===== src/rtl/mem_stage_pkg.sv =====
// Shared definitions for the MIPS memory stage.
//   mem_state_t : handshake FSM states (IDLE, WAIT)
//   REG_ADDR_W  : register-file address width
//   DATA_W      : datapath width
//   wb_bundle_t : one writeback entry {valid, reg_write, addr, data}
package mem_stage_pkg;

  localparam int REG_ADDR_W = 5;
  localparam int DATA_W     = 32;

  typedef enum logic {
    IDLE = 1'b0,
    WAIT = 1'b1
  } mem_state_t;

  typedef struct packed {
    logic                  valid;
    logic                  reg_write;
    logic [REG_ADDR_W-1:0] addr;
    logic [DATA_W-1:0]     data;
  } wb_bundle_t;

endpackage


===== src/rtl/mem_stage_dmem_handshake.sv =====
// Data-memory req/ack handshake for the memory stage.
// Holds the IDLE/WAIT FSM, the request latches and (with MEM_TIMEOUT_EN)
// the timeout counter. It produces a combinational completion bundle that
// the enclosing stage registers as its writeback entry.
// Ports:
//   clk, rst_n             clock, asynchronous active-low reset
//   valid_i, mem_read,     execute-stage request and control
//   mem_write, mem_to_reg,
//   reg_write
//   alu_in, rt_val_in,     address/ALU result, store data, destination
//   reg_dst_addr
//   dmem_*                 data-memory interface
//   stall                  access in flight (including its ack cycle)
//   idle                   FSM is in IDLE
//   timeout                access abandoned this cycle (MEM_TIMEOUT_EN)
//   result                 completion bundle, result.valid on ack or timeout
// Optional macro: MEM_TIMEOUT_EN enables the WAIT timeout counter.
module dmem_handshake
  import mem_stage_pkg::*;
#(
  parameter int DMEM_AW        = 32,
  parameter int TIMEOUT_CYCLES = 16
) (
  input  logic                  clk,
  input  logic                  rst_n,
  input  logic                  valid_i,
  input  logic                  mem_read,
  input  logic                  mem_write,
  input  logic                  mem_to_reg,
  input  logic                  reg_write,
  input  logic [DATA_W-1:0]     alu_in,
  input  logic [DATA_W-1:0]     rt_val_in,
  input  logic [REG_ADDR_W-1:0] reg_dst_addr,
  input  logic [DATA_W-1:0]     dmem_rdata,
  input  logic                  dmem_ack,
  output logic                  dmem_req,
  output logic                  dmem_we,
  output logic [DMEM_AW-1:0]    dmem_addr,
  output logic [DATA_W-1:0]     dmem_wdata,
  output logic                  stall,
  output logic                  idle,
  output logic                  timeout,
  output wb_bundle_t            result
);

  mem_state_t            state;
  logic [DATA_W-1:0]     alu_q;
  logic [DATA_W-1:0]     rt_q;
  logic [REG_ADDR_W-1:0] dst_q;
  logic                  m2r_q;
  logic                  rw_q;
  logic                  wr_q;

  logic                  access;
  logic                  in_wait;
  logic                  done;

  // Gating with rst_n keeps the combinational request low while reset is held.
  assign access  = rst_n & (state == IDLE) & valid_i & (mem_read | mem_write);
  assign in_wait = (state == WAIT);
  assign idle    = (state == IDLE);
  assign stall   = access | in_wait;
  assign done    = dmem_ack & (access | in_wait);

`ifdef MEM_TIMEOUT_EN
  localparam int CW = $clog2(TIMEOUT_CYCLES + 1);
  logic [CW-1:0] wait_cnt;

  assign timeout = in_wait & ~dmem_ack & (wait_cnt == CW'(TIMEOUT_CYCLES - 1));

  always_ff @(posedge clk or negedge rst_n) begin
    if (!rst_n) begin
      wait_cnt <= '0;
    end else if (access) begin
      wait_cnt <= '0;
    end else if (in_wait && !dmem_ack) begin
      wait_cnt <= wait_cnt + 1'b1;
    end
  end
`else
  logic unused_timeout_cfg;
  assign unused_timeout_cfg = (TIMEOUT_CYCLES != 0);
  assign timeout = 1'b0;
`endif

  // Request is driven straight from the inputs in the issue cycle and from
  // the latches afterwards, so it stays stable while upstream may change.
  always_comb begin
    dmem_req   = 1'b0;
    dmem_we    = 1'b0;
    dmem_addr  = '0;
    dmem_wdata = '0;
    if (access) begin
      dmem_req   = 1'b1;
      dmem_we    = mem_write;
      dmem_addr  = alu_in[DMEM_AW-1:0];
      dmem_wdata = rt_val_in;
    end else if (in_wait) begin
      dmem_req   = 1'b1;
      dmem_we    = wr_q;
      dmem_addr  = alu_q[DMEM_AW-1:0];
      dmem_wdata = rt_q;
    end
  end

  // Completion bundle: zero-wait completions use the live inputs, since the
  // latches only load at the end of the issue cycle.
  always_comb begin
    logic [DATA_W-1:0]     src_alu;
    logic [REG_ADDR_W-1:0] src_dst;
    logic                  src_m2r;
    logic                  src_rw;
    logic                  src_wr;
    src_alu = access ? alu_in       : alu_q;
    src_dst = access ? reg_dst_addr : dst_q;
    src_m2r = access ? mem_to_reg   : m2r_q;
    src_rw  = access ? reg_write    : rw_q;
    src_wr  = access ? mem_write    : wr_q;
    result           = '0;
    result.valid     = done | timeout;
    // Stores (including read+write) never write the register file.
    result.reg_write = done & src_rw & ~src_wr;
    result.addr      = src_dst;
    result.data      = (done & src_m2r) ? dmem_rdata : src_alu;
  end

  always_ff @(posedge clk or negedge rst_n) begin
    if (!rst_n) begin
      state <= IDLE;
      alu_q <= '0;
      rt_q  <= '0;
      dst_q <= '0;
      m2r_q <= 1'b0;
      rw_q  <= 1'b0;
      wr_q  <= 1'b0;
    end else begin
      case (state)
        IDLE: begin
          if (access) begin
            alu_q <= alu_in;
            rt_q  <= rt_val_in;
            dst_q <= reg_dst_addr;
            m2r_q <= mem_to_reg & mem_read;
            rw_q  <= reg_write;
            wr_q  <= mem_write;
            if (!dmem_ack) state <= WAIT;
          end
        end
        WAIT: begin
          if (dmem_ack || timeout) state <= IDLE;
        end
        default: state <= IDLE;
      endcase
    end
  end

endmodule


===== src/rtl/mem_stage.sv =====
// MIPS pipeline memory stage.
// Consumes execute-stage results, performs loads/stores through the
// dmem_handshake sub-module, resolves conditional branches and drives a
// registered writeback entry to the register file.
// Ports:
//   clk, rst_n                 clock, asynchronous active-low reset
//   valid_i .. reg_dst_addr    execute-stage result and control
//   dmem_req/we/addr/wdata     data-memory request
//   dmem_rdata, dmem_ack       data-memory response
//   stall_o                    freeze upstream while an access is open
//   pc_src, pc_branch_o        registered branch decision and target
//   wb_valid, wb_reg_write,    registered writeback entry
//   wb_addr, wb_data
//   mem_err                    sticky access timeout flag
// Optional macro: MEM_TIMEOUT_EN enables the WAIT timeout and mem_err.
module mem_stage
  import mem_stage_pkg::*;
#(
  parameter int DMEM_AW        = 32,
  parameter int TIMEOUT_CYCLES = 16
) (
  input  logic                  clk,
  input  logic                  rst_n,
  input  logic                  valid_i,
  input  logic                  mem_read,
  input  logic                  mem_write,
  input  logic                  branch,
  input  logic                  reg_write,
  input  logic                  mem_to_reg,
  input  logic                  zero,
  input  logic [DATA_W-1:0]     pc_branch,
  input  logic [DATA_W-1:0]     alu_in,
  input  logic [DATA_W-1:0]     rt_val_in,
  input  logic [REG_ADDR_W-1:0] reg_dst_addr,
  output logic                  dmem_req,
  output logic                  dmem_we,
  output logic [DMEM_AW-1:0]    dmem_addr,
  output logic [DATA_W-1:0]     dmem_wdata,
  input  logic [DATA_W-1:0]     dmem_rdata,
  input  logic                  dmem_ack,
  output logic                  stall_o,
  output logic                  pc_src,
  output logic [DATA_W-1:0]     pc_branch_o,
  output logic                  wb_valid,
  output logic                  wb_reg_write,
  output logic [REG_ADDR_W-1:0] wb_addr,
  output logic [DATA_W-1:0]     wb_data,
  output logic                  mem_err
);

  logic       idle;
  logic       timeout;
  logic       pass;
  wb_bundle_t result;
  wb_bundle_t wb_q;

  dmem_handshake #(
    .DMEM_AW        (DMEM_AW),
    .TIMEOUT_CYCLES (TIMEOUT_CYCLES)
  ) u_hs (
    .clk          (clk),
    .rst_n        (rst_n),
    .valid_i      (valid_i),
    .mem_read     (mem_read),
    .mem_write    (mem_write),
    .mem_to_reg   (mem_to_reg),
    .reg_write    (reg_write),
    .alu_in       (alu_in),
    .rt_val_in    (rt_val_in),
    .reg_dst_addr (reg_dst_addr),
    .dmem_rdata   (dmem_rdata),
    .dmem_ack     (dmem_ack),
    .dmem_req     (dmem_req),
    .dmem_we      (dmem_we),
    .dmem_addr    (dmem_addr),
    .dmem_wdata   (dmem_wdata),
    .stall        (stall_o),
    .idle         (idle),
    .timeout      (timeout),
    .result       (result)
  );

  // Non-memory instructions complete directly from IDLE.
  assign pass = idle & valid_i & ~mem_read & ~mem_write;

  // Writeback register: valid/reg_write pulse, addr/data hold between entries.
  always_ff @(posedge clk or negedge rst_n) begin
    if (!rst_n) begin
      wb_q <= '0;
    end else begin
      wb_q.valid     <= 1'b0;
      wb_q.reg_write <= 1'b0;
      if (pass) begin
        wb_q.valid     <= 1'b1;
        wb_q.reg_write <= reg_write;
        wb_q.addr      <= reg_dst_addr;
        wb_q.data      <= alu_in;
      end else if (result.valid) begin
        wb_q <= result;
      end
    end
  end

  assign wb_valid     = wb_q.valid;
  assign wb_reg_write = wb_q.reg_write;
  assign wb_addr      = wb_q.addr;
  assign wb_data      = wb_q.data;

  // Branch resolution happens only in IDLE; pc_src is a one-cycle pulse.
  always_ff @(posedge clk or negedge rst_n) begin
    if (!rst_n) begin
      pc_src      <= 1'b0;
      pc_branch_o <= '0;
    end else begin
      pc_src <= idle & valid_i & branch & zero;
      if (idle && valid_i && branch) pc_branch_o <= pc_branch;
    end
  end

`ifdef MEM_TIMEOUT_EN
  always_ff @(posedge clk or negedge rst_n) begin
    if (!rst_n)       mem_err <= 1'b0;
    else if (timeout) mem_err <= 1'b1;
  end
`else
  assign mem_err = 1'b0;
`endif

endmodule


===== config.mk =====
export PLATFORM = sky130hd
export DESIGN_NAME = mem_stage
export DESIGN_NICKNAME = d
export VERILOG_FILES = /design/src/rtl/mem_stage_pkg.sv /design/src/rtl/mem_stage_dmem_handshake.sv /design/src/rtl/mem_stage.sv
export SDC_FILE = /design/constraint.sdc
export NUM_CORES = 1
export LEC_CHECK = 0
export ABC_AREA = 1
export CORE_UTILIZATION = 44
export CTS_BUF_LIST = sky130_fd_sc_hd__clkbuf_16
export DETAILED_ROUTE_END_ITERATION = 10
export PLACE_DENSITY_LB_ADDON = 0.05
export SLEW_MARGIN = 15
export SYNTH_ARGS = -nofsm -noshare
export SYNTH_HDL_FRONTEND = slang
export SYNTH_SLANG_ARGS = --single-unit

===== constraint.sdc =====
create_clock -name clk -period 2.17 [get_ports clk]
set_input_delay 0.434 -clock clk [delete_from_list [all_inputs] [get_ports clk]]
set_output_delay 0.434 -clock clk [all_outputs]
set_load 0.02 [all_outputs]

==> impl_metrics.ini <==
[critical_path]
end_kind = primary output
ff2ff_path_depth = 10
cp_num_buf_inv = 5
crit_path_start_kind = register
crit_family = buffers and inverters
cp.depth = 9
cpPeakStageDelay_ps = 410
slowest_stage = dfrtp_1
critPathArrivalTime_ps = 1960
crit_required_ps = 1740
cp_cell_sequence = nor2_4 -> nand3_4 -> buf_6 -> nand2_8 -> clkinv_8 -> buf_12 -> buf_6 -> nor2_1 -> buf_4
path_class = reg2out
cp_max_fo = 8
path_common_cell = buf_6

[global_routing]
grt_max_degree = 56
antenna_found_initial = 0
grt_pass1_vias = 6648
globalRouteTotalUtil_pct = 27.0
grt_pass1_wl_mm = 33.5
grt_overflow_total = 0

[run_status]
status = finished, violations left
violations = negative setup slack

[synth]
synthesis.area_um2 = 6900
syn_inst = 872
yosys.area.top_type_share_pct = 52.6
avgSynthCellArea_um2 = 7.91
ys_ff_latch = 145
synth.distinct_cells = 20
synth_top_cell_by_area = dfrtp_1
synth_nets = 1015
ys_warn_count = 0
synth_area_leaders = dfrtp_1 53%, nand2_1 13%, inv_1 9.2%
yosysSeqAreaShare_pct = 52.6

[layout]
n_antenna_cell = 0
layout-drive-gt1-share_pct = 23.2
nets = 1358
final_cell_mix = 232 x nand2_1, 210 x clkdlybuf4s50_1, 169 x inv_1, 145 x dfrtp_1, 73 x buf_4
syn_to_final_growth_pct = 68.8
design_area_um2 = 11600
layout_commonest_cell = nand2_1

[timing]
final-setup-viol-count = 65
setup_ws_ps = -226
slew_violations = 0
hold_viol_final = 0
fin_setup_tns_ps = -7810
timing.final.crit_share_pct = 110
relSlewSlack_pct = 50.2
hold_ws_ps = 119
fin_crit_ps = 2400
worst_pin_slew_ps = 746
clock-skew-final_ps = 10.2
grt_setup_unrepaired = yes
fmax_ghz = 0.417

[route]
dr.first_iter.drc_count = 220
routedWlPerCell_um = 15.2
first_pass_iters = 5
routed_wirelength_mm = 21.8
drc_errors = 0
ant_nets = 0
avgViaCountPerCell = 4.69
vias = 6755

[job]
max_cap_viol_count = 0

[min_path]
hold_class = in2async

[die]
die_y_um = 127
dieArea_um2 = 16200
ioPinCount = 283
initial_utilization_pct = 45.2
row_count = 45
die_w_um = 127
fp.coreArea_um2 = 15300

[clocking]
cts_tree = yes
clk_pin_slew_ps = 60
cts_inserted_buffers = 17
postCtsHoldBufs = 0
ctsRootBufferMaster = clkbuf_16
insertion_delay_ps = 430
h-tree-depth = 4
clock-sinks = 145
clk_path_buf_depth = 2

[placed_design]
io_buffer_count = 281
placed_cell_area_um2 = 10300
hpwl_mm = 14.0
place_congestion = 0.795

[pwr]
power_leakage_nw = 5.98
ir_drop_uv = 539
p_per_area_nw_per_um2 = 837
power_w = 0.00974
flip-flops by register name, indices dropped and copies added, names as in the netlist:
register	flops
u_hs.m2r_q	1
pc_src	1
wb_addr	5
u_hs.alu_q	32
wb_reg_write	1
u_hs.wr_q	1
u_hs.dst_q	5
pc_branch_o	32
u_hs.rt_q	32
wb_data	32
u_hs.rw_q	1
wb_valid	1
u_hs.in_wait	1
Yosys cell counts:
cell / instances
clkbuf_1: 16
nand3_4: 1
inv_2: 1
buf_1: 1
mux2_2: 32
o21ai_0: 65
buf_2: 23
nor2_4: 1
a21boi_4: 1
buf_6: 1
nand2_2: 1
nand3_1: 39
clkinv_1: 1
buf_4: 4
a21oi_1: 65
conb_1: 1
dfrtp_1: 145
nand2_1: 234
nor2_1: 71
inv_1: 169
through the flow:
stage          util [%]  cells  setup slack [ps]
2_1_floorplan         -    872              28.6
3_3_place_gp       67.7   1382              -686
3_5_place_dp       67.7   1382              -755
4_1_cts            73.7   1431              -282
5_1_grt            76.3   1439              -301
6_report           76.3   1439              -226
power by group:
group          internal (W)  total [W]  switching, W
Clock               0.00180    0.00298       0.00118
Sequential          0.00324    0.00347      0.000233
Combinational       0.00160    0.00329       0.00170
Total               0.00663    0.00974       0.00311
layout make-up:
type,instances,area [um2]
clock buffer,17,425
clock inverter,15,171
fill,1148,3620
inverter,171,654
multi-input combinational,511,2780
sequential,145,3630
tap,211,264
timing repair buffer,369,3720
timing repair:
action / 4_1_cts / 5_1_grt
setup endpoints to repair: 67 / 65
buffers inserted: 15 / 5
pin swaps: 6 / 16
resized for setup: 385 / 90
cloned: 3 / 4
cells by family (layout without fill, tap and decap cells):
family	after synthesis	count (layout)	synth area share (%)
other	1	1	0.0544
AND/OR/NAND/NOR	347	347	19.9
flip-flops	145	145	52.6
AO/OA/AOI/OAI	131	131	9.70
multiplexers	32	32	5.22
buffers and inverters	216	572	12.5
worst paths after layout:
| path | endpoint | startpoint | slack, ps |
|---|---|---|---|
| worst max-delay path | dmem_addr[17] | u_hs.in_wait$_DFF_PN0_ | -230 |
| worst min-delay path | pc_branch_o[19]$_DFFE_PN0P_ | rst_n | 120 |
| worst max register to register | wb_data[29]$_DFFE_PN0P_ | u_hs.in_wait$_DFF_PN0_ | 340 |
| worst min register to register | u_hs.dst_q[1]$_DFFE_PN0N_ | u_hs.dst_q[1]$_DFFE_PN0N_ | 480 |
| max in group asynchronous | wb_data[3]$_DFFE_PN0P_ | rst_n | 860 |
| min in group clk | u_hs.dst_q[1]$_DFFE_PN0N_ | u_hs.dst_q[1]$_DFFE_PN0N_ | 480 |
metal layers:
layer  track usage [%]  share of wire (%)
met5                 0                  0
met4              10.0                1.9
met3              8.71                8.5
met2              46.2                 50
met1              31.9                 40
Power figures use the tool's default switching activity.
==> patch 1, RTL diff (same flow settings) <==
Set the package constant `REG_ADDR_W` to 4 (it was 5).
--- a/src/rtl/mem_stage_pkg.sv
+++ b/src/rtl/mem_stage_pkg.sv
@@ -5,7 +5,7 @@
 //   wb_bundle_t : one writeback entry {valid, reg_write, addr, data}
 package mem_stage_pkg;
 
-  localparam int REG_ADDR_W = 5;
+  localparam int REG_ADDR_W = 4;
   localparam int DATA_W     = 32;
 
   typedef enum logic {
Ports: changed (resized reg_dst_addr and wb_addr); port bits go from 283 to 281. No check against the original RTL was run, so the function may have changed too.
==> patch 1 against the original RTL <==
- the flow still finishes with violations (negative setup slack)
- area after synthesis is 0.47% lower
- worst setup slack better by 0.032 ns
- synthesized cell count is 1.0% lower
- cell area hardly changed
- die area is 0.46% lower
- largest power group unchanged
- wire length is 2.2% lower
- sequential cell count is 2 lower
- power is 0.34% higher
==> patch 1: results (changes against the original RTL) <==
Status
  – Status: finished with violations
  – Failing checks: negative setup slack

Timing
  – Max_slew headroom: 49.70% (-0.53 points)
  – Min Clock Period, post-route: 2.364 ns (-0.03227 ns)
  – Setup TNS: -8.171 ns (-0.3614 ns)
  – Final setup viols: 65 (unchanged)
  – Post-route setup slack: -0.1938 ns (+0.03227 ns)
  – Min Hold Slack: 0.08371 ns (-0.03480 ns)
  – Clk_skew: 0.007922 ns (-0.002272 ns)

Placed design
  – DP Area: 0.01036 mm2 (+0.28%)
  – Hpwl dp: 13710 um (-2.0%)
  – GP Congestion: 0.8074 (+1.5%)
  – Pre-CTS setup slack: -0.7746 ns (-0.01935 ns)

Logic synthesis
  – Synth area leaders: dfrtp_1, nand2_1, inv_1, mux2_2, a21oi_1
  – Synth Instances: 863 (-1.0%)
  – Commonest cells in the synthesized netlist: nand2_1, inv_1, dfrtp_1, nor2_1
  – Synth Area in Compound Gates: 9.749% (+0.046 points)
  – Mux share of post-synthesis cell area: 5.248% (+0.025 points)
  – Syn nets: 1005 (-0.99%)

Detailed routing
  – DR iter-0 viols: 350 (+59%)
  – Post-Route WL: 21330 um (-2.2%)
  – Routed WL per cell: 15.27 um (+0.71%)

Power
  – Leakage power: 6.000 nW (+0.32%)
  – IR drop worst, VDD: 482.8 uV (-10%)

Worst setup path
  – R2R setup slack: 0.32 ns (-0.02 ns)
  – FF-to-FF path depth: 11 (+1)
  – Slowest CP cell: dfrtp_2
  – Crit path DAT: 1.93 ns (-0.03 ns)

Layout
  – Share of post-route cells with drive strength above 1: 25.56% (+2.3 points)
  – Fill count: 1134 (-1.2%)
  – Final #Nets: 1339 (-1.4%)

Global routing
  – Largest net degree at the start of global routing: 58 (+3.6%)
## patch 1: cell types whose count changed after synthesis, sizes merged
cell / change
clkinv: +13
inv: -13
nand2: -6
dfrtp: -2
buf: +1
clkbuf: -1
nand3: -1
## patch 1: what timing repair did
action / in CTS / in global routing
gates cloned: 6 / 1
pin swaps: 14 / 10
endpoints found under the setup margin: 67 / 67
setup buffers: 7 / 0
resized for setup: 487 / 73
## patch 1: final cells by class
class | instances | area [um2] | area share, %
multi-input cells | 504 | 2870 | 24.63
clock buffers | 17 | 425.4 | 3.650
inverters | 171 | 656.9 | 5.637
flip-flops and latches | 143 | 3580 | 30.72
well taps | 188 | 235.2 | 2.018
clock inverters | 14 | 190.2 | 1.632
repair buffers | 360 | 3696 | 31.72
## patch 1: cell families (layout without fill, tap and decap cells)
group                  after synthesis  after routing
AOI/OAI and AO/OA                  131            131
buffers and inverters              216            562
DFF                                143            143
muxes                               32             32
other                                1              1
and+or+nand+nor                    340            340
## patch 1: path summary, 6_finish.rpt
check                                    from              to
worst max-delay path             u_hs.in_wait  dmem_wdata[21]
worst min-delay path                    rst_n    u_hs.rt_q[4]
worst max register to register   u_hs.in_wait     wb_data[11]
worst min register to register  u_hs.alu_q[1]   u_hs.alu_q[1]
max in group asynchronous               rst_n    u_hs.in_wait
min in group clk                     mem_read      u_hs.m2r_q
## patch 1: power breakdown
| part | switching, mW | internal (mW) | total (mW) |
|---|---|---|---|
| combinational | 1.67 | 1.60 | 3.27 |
| sequential | 0.234 | 3.20 | 3.43 |
| clock | 1.16 | 1.92 | 3.07 |
## patch 1: metrics by stage
stage          utilization, %  total power, mW
5_1_grt                 76.66            10.25
3_3_place_gp            68.14            6.444
2_1_floorplan               -            4.862
3_5_place_dp            68.14            6.481
6_report                76.66            9.775
4_1_cts                 75.09            9.744
## patch 1: layer usage
| metal | GRT usage, % | routed length (um) | up-vias |
|---|---|---|---|
| li1 | - | - | 3289 |
| met1 | 32.40 | 8704 | 3153 |
| met2 | 43.12 | 10150 | 263 |
| met3 | 8.899 | 1688 | 52 |
| met4 | 13.03 | 780 | 0 |
| met5 | 0 | 0 | - |
==> patch 2, RTL diff (config.mk and constraints unchanged) <==
Without the edit above. Build with the macro `MEM_TIMEOUT_EN` defined.
--- a/src/rtl/mem_stage_dmem_handshake.sv
+++ b/src/rtl/mem_stage_dmem_handshake.sv
@@ -15,6 +15,8 @@
 //   timeout                access abandoned this cycle (MEM_TIMEOUT_EN)
 //   result                 completion bundle, result.valid on ack or timeout
 // Optional macro: MEM_TIMEOUT_EN enables the WAIT timeout counter.
+`define MEM_TIMEOUT_EN
+
 module dmem_handshake
   import mem_stage_pkg::*;
 #(
Formal check against the unedited RTL: no difference found for any inputs over 4 cycles, from zero or initial values and one cycle with rst_n low; that may be too few to reach the edited logic, so the function may still have changed.
==> patch 2 against the original RTL <==
- the run still ends with negative setup slack left
- non-clock buffer count grew 37
- clock skew is 0.0022 ns lower
- sequential share of layout area increased by 0.35 points
- cell area grew 3.0%
- area after synthesis up 6.5%
- worst setup slack improved by 0.045 ns
- register-to-register slack worse by 0.09 ns
- die area is 6.4% higher
- wire length rose by 6.1%
- utilization is 1.9 points lower
- cell count increased by 5.2%
- power rose by 0.83%
- sequential cell count up 6
- highest routed layer unchanged
==> patch 2: results (changes against the original RTL) <==
Logic synthesis
  – Synth Flop Type: dfrtp_1
  – Syn nets: 1061 (+4.5%)
  – Synth area leaders: dfrtp_1, nand2_1, inv_1, nand3_1, mux2_2
  – Synth unique cells: 23 (+15%)
  – Seq/Total Area, Yosys: 51.44% (-1.2 points)
  – Synth Instances: 916 (+5.0%)
  – Commonest cells in the synthesized netlist: nand2_1, inv_1, dfrtp_1, nand3_1

Timing
  – Slew @ Worst Pin: 0.7083 ns (-0.03818 ns)
  – Final Max Slew Viols: 0 (unchanged)
  – Clk_skew: 0.007947 ns (-0.002247 ns)
  – Final setup viols: 65 (unchanged)
  – Min Hold Slack: 0.1118 ns (-0.006728 ns)
  – Setup TNS: -5.892 ns (+1.917 ns)
  – Post-route setup slack: -0.1811 ns (+0.04494 ns)

Global routing
  – Largest net degree at the start of global routing: 55 (-1.8%)
  – First-pass GRT wire length: 37470 um (+12%)
  – Vias in the first global route: 7314 (+10%)
  – Initial antenna violation count: 0 (unchanged)
  – Total Routing Usage GR: 27.49% (+0.44 points)

Power
  – Clk pwr: 2.88 mW (-3%)
  – IR drop worst, VDD: 611.4 uV (+13%)
  – Pint: 6.597 mW (-0.56%)
  – Leakage power: 6.181 nW (+3.3%)
  – Comb group: 3.32 mW

Layout
  – Share of post-route cells with drive strength above 1: 23.50% (+0.29 points)
  – Final #Nets: 1430 (+5.3%)
  – Fill count: 1247 (+8.6%)

Clock network
  – CTS root buf: clkbuf_16
  – Post_cts resized: 381 (-1.0%)
  – Post-CTS Setup Bufs: 13 (-2)
  – Max Root-Sink Buffers: 2 (unchanged)
  – H-tree Lvls: 4 (unchanged)
  – Clock Latency Late Sink: 0.43 ns (about the same)
  – Total CTS buffers: 17 (unchanged)

Worst setup path
  – Max FO, Critical Path: 32 (+24)
  – Buf/Inv on CP: 3 (-2)
  – CP Capture Point: dmem_addr[13]
  – CP delay by family, top: buffers and inverters
  – Crit path DAT: 1.92 ns (-0.04 ns)
  – R2R setup slack: 0.25 ns (-0.09 ns)
  – FF-to-FF path depth: 9 (-1)
  – R2r endpoint: wb_data[28]

Status
  – Failing checks: negative setup slack
  – Status: finished with violations

Placed design
  – Dpl cells: 1463 (+5.9%)
  – Hpwl dp: 15850 um (+13%)
  – GP Congestion: 0.8095 (+1.8%)
  – Port Buffers: 282 (+0.36%)

Detailed routing
  – DR iter-0 viols: 346 (+57%)
  – Post-Route WL: 23140 um (+6.1%)
  – Routed WL per cell: 15.29 um (+0.85%)
  – Via count: 7377 (+9.2%)

Min path
  – Worst hold-check path type: in -> async
patch 2: changes by cell type in the layout (fill, tap and decap cells not counted), moves of 6 or more:
cell | before | now
buf_4 | 73 | 139
nand4_1 | 0 | 34
nand2_1 | 232 | 199
nand3_1 | 39 | 72
buf_6 | 39 | 10
nor2_4 | 30 | 9
clkdlybuf4s15_2 | 14 | 0
nor2_1 | 37 | 23
buf_2 | 13 | 23
a21oi_1 | 41 | 50
inv_1 | 169 | 176
a21oi_2 | 20 | 14
buf_12 | 9 | 15
dfrtp_1 | 145 | 151
patch 2: kinds of logic (layout without fill, tap and decap cells):
family	Yosys count	count (layout)	synth area share, %
flip-flops	151	151	51.44
AO/OA/AOI/OAI	139	139	9.675
multiplexers	32	32	4.906
adder cells (fa/ha/maj)	2	2	0.3406
AND/OR/NAND/NOR	355	355	20.93
buffers and inverters	237	619	12.71
patch 2: per-layer routing:
layer | wire [um] | vias up | share of wire [%] | global-route usage (%)
met5 | 0 | - | 0 | 0
met4 | 556 | 0 | 2.4 | 10.46
met3 | 1533 | 42 | 6.6 | 6.559
met2 | 11160 | 259 | 48 | 44.83
met1 | 9892 | 3456 | 43 | 35.31
li1 | - | 3620 | - | -
patch 2: stage by stage:
stage,setup slack (ns),power [mW],cell area [um2]
2_1_floorplan,0.09564,5.121,7346
3_3_place_gp,-0.7027,6.836,11120
3_5_place_dp,-0.6865,6.885,11120
4_1_cts,-0.1833,9.814,11820
5_1_grt,-0.2658,10.32,11990
6_report,-0.1811,9.823,11990
patch 2: final cells by class:
cell class / instances / area share [%]
Timing Repair Buffer: 406 / 32.12
Sequential cell: 151 / 31.52
Multi-Input combinational cell: 528 / 23.63
Inverter: 181 / 5.709
Clock buffer: 17 / 3.549
Tap cell: 216 / 2.254
Clock inverter: 15 / 1.221
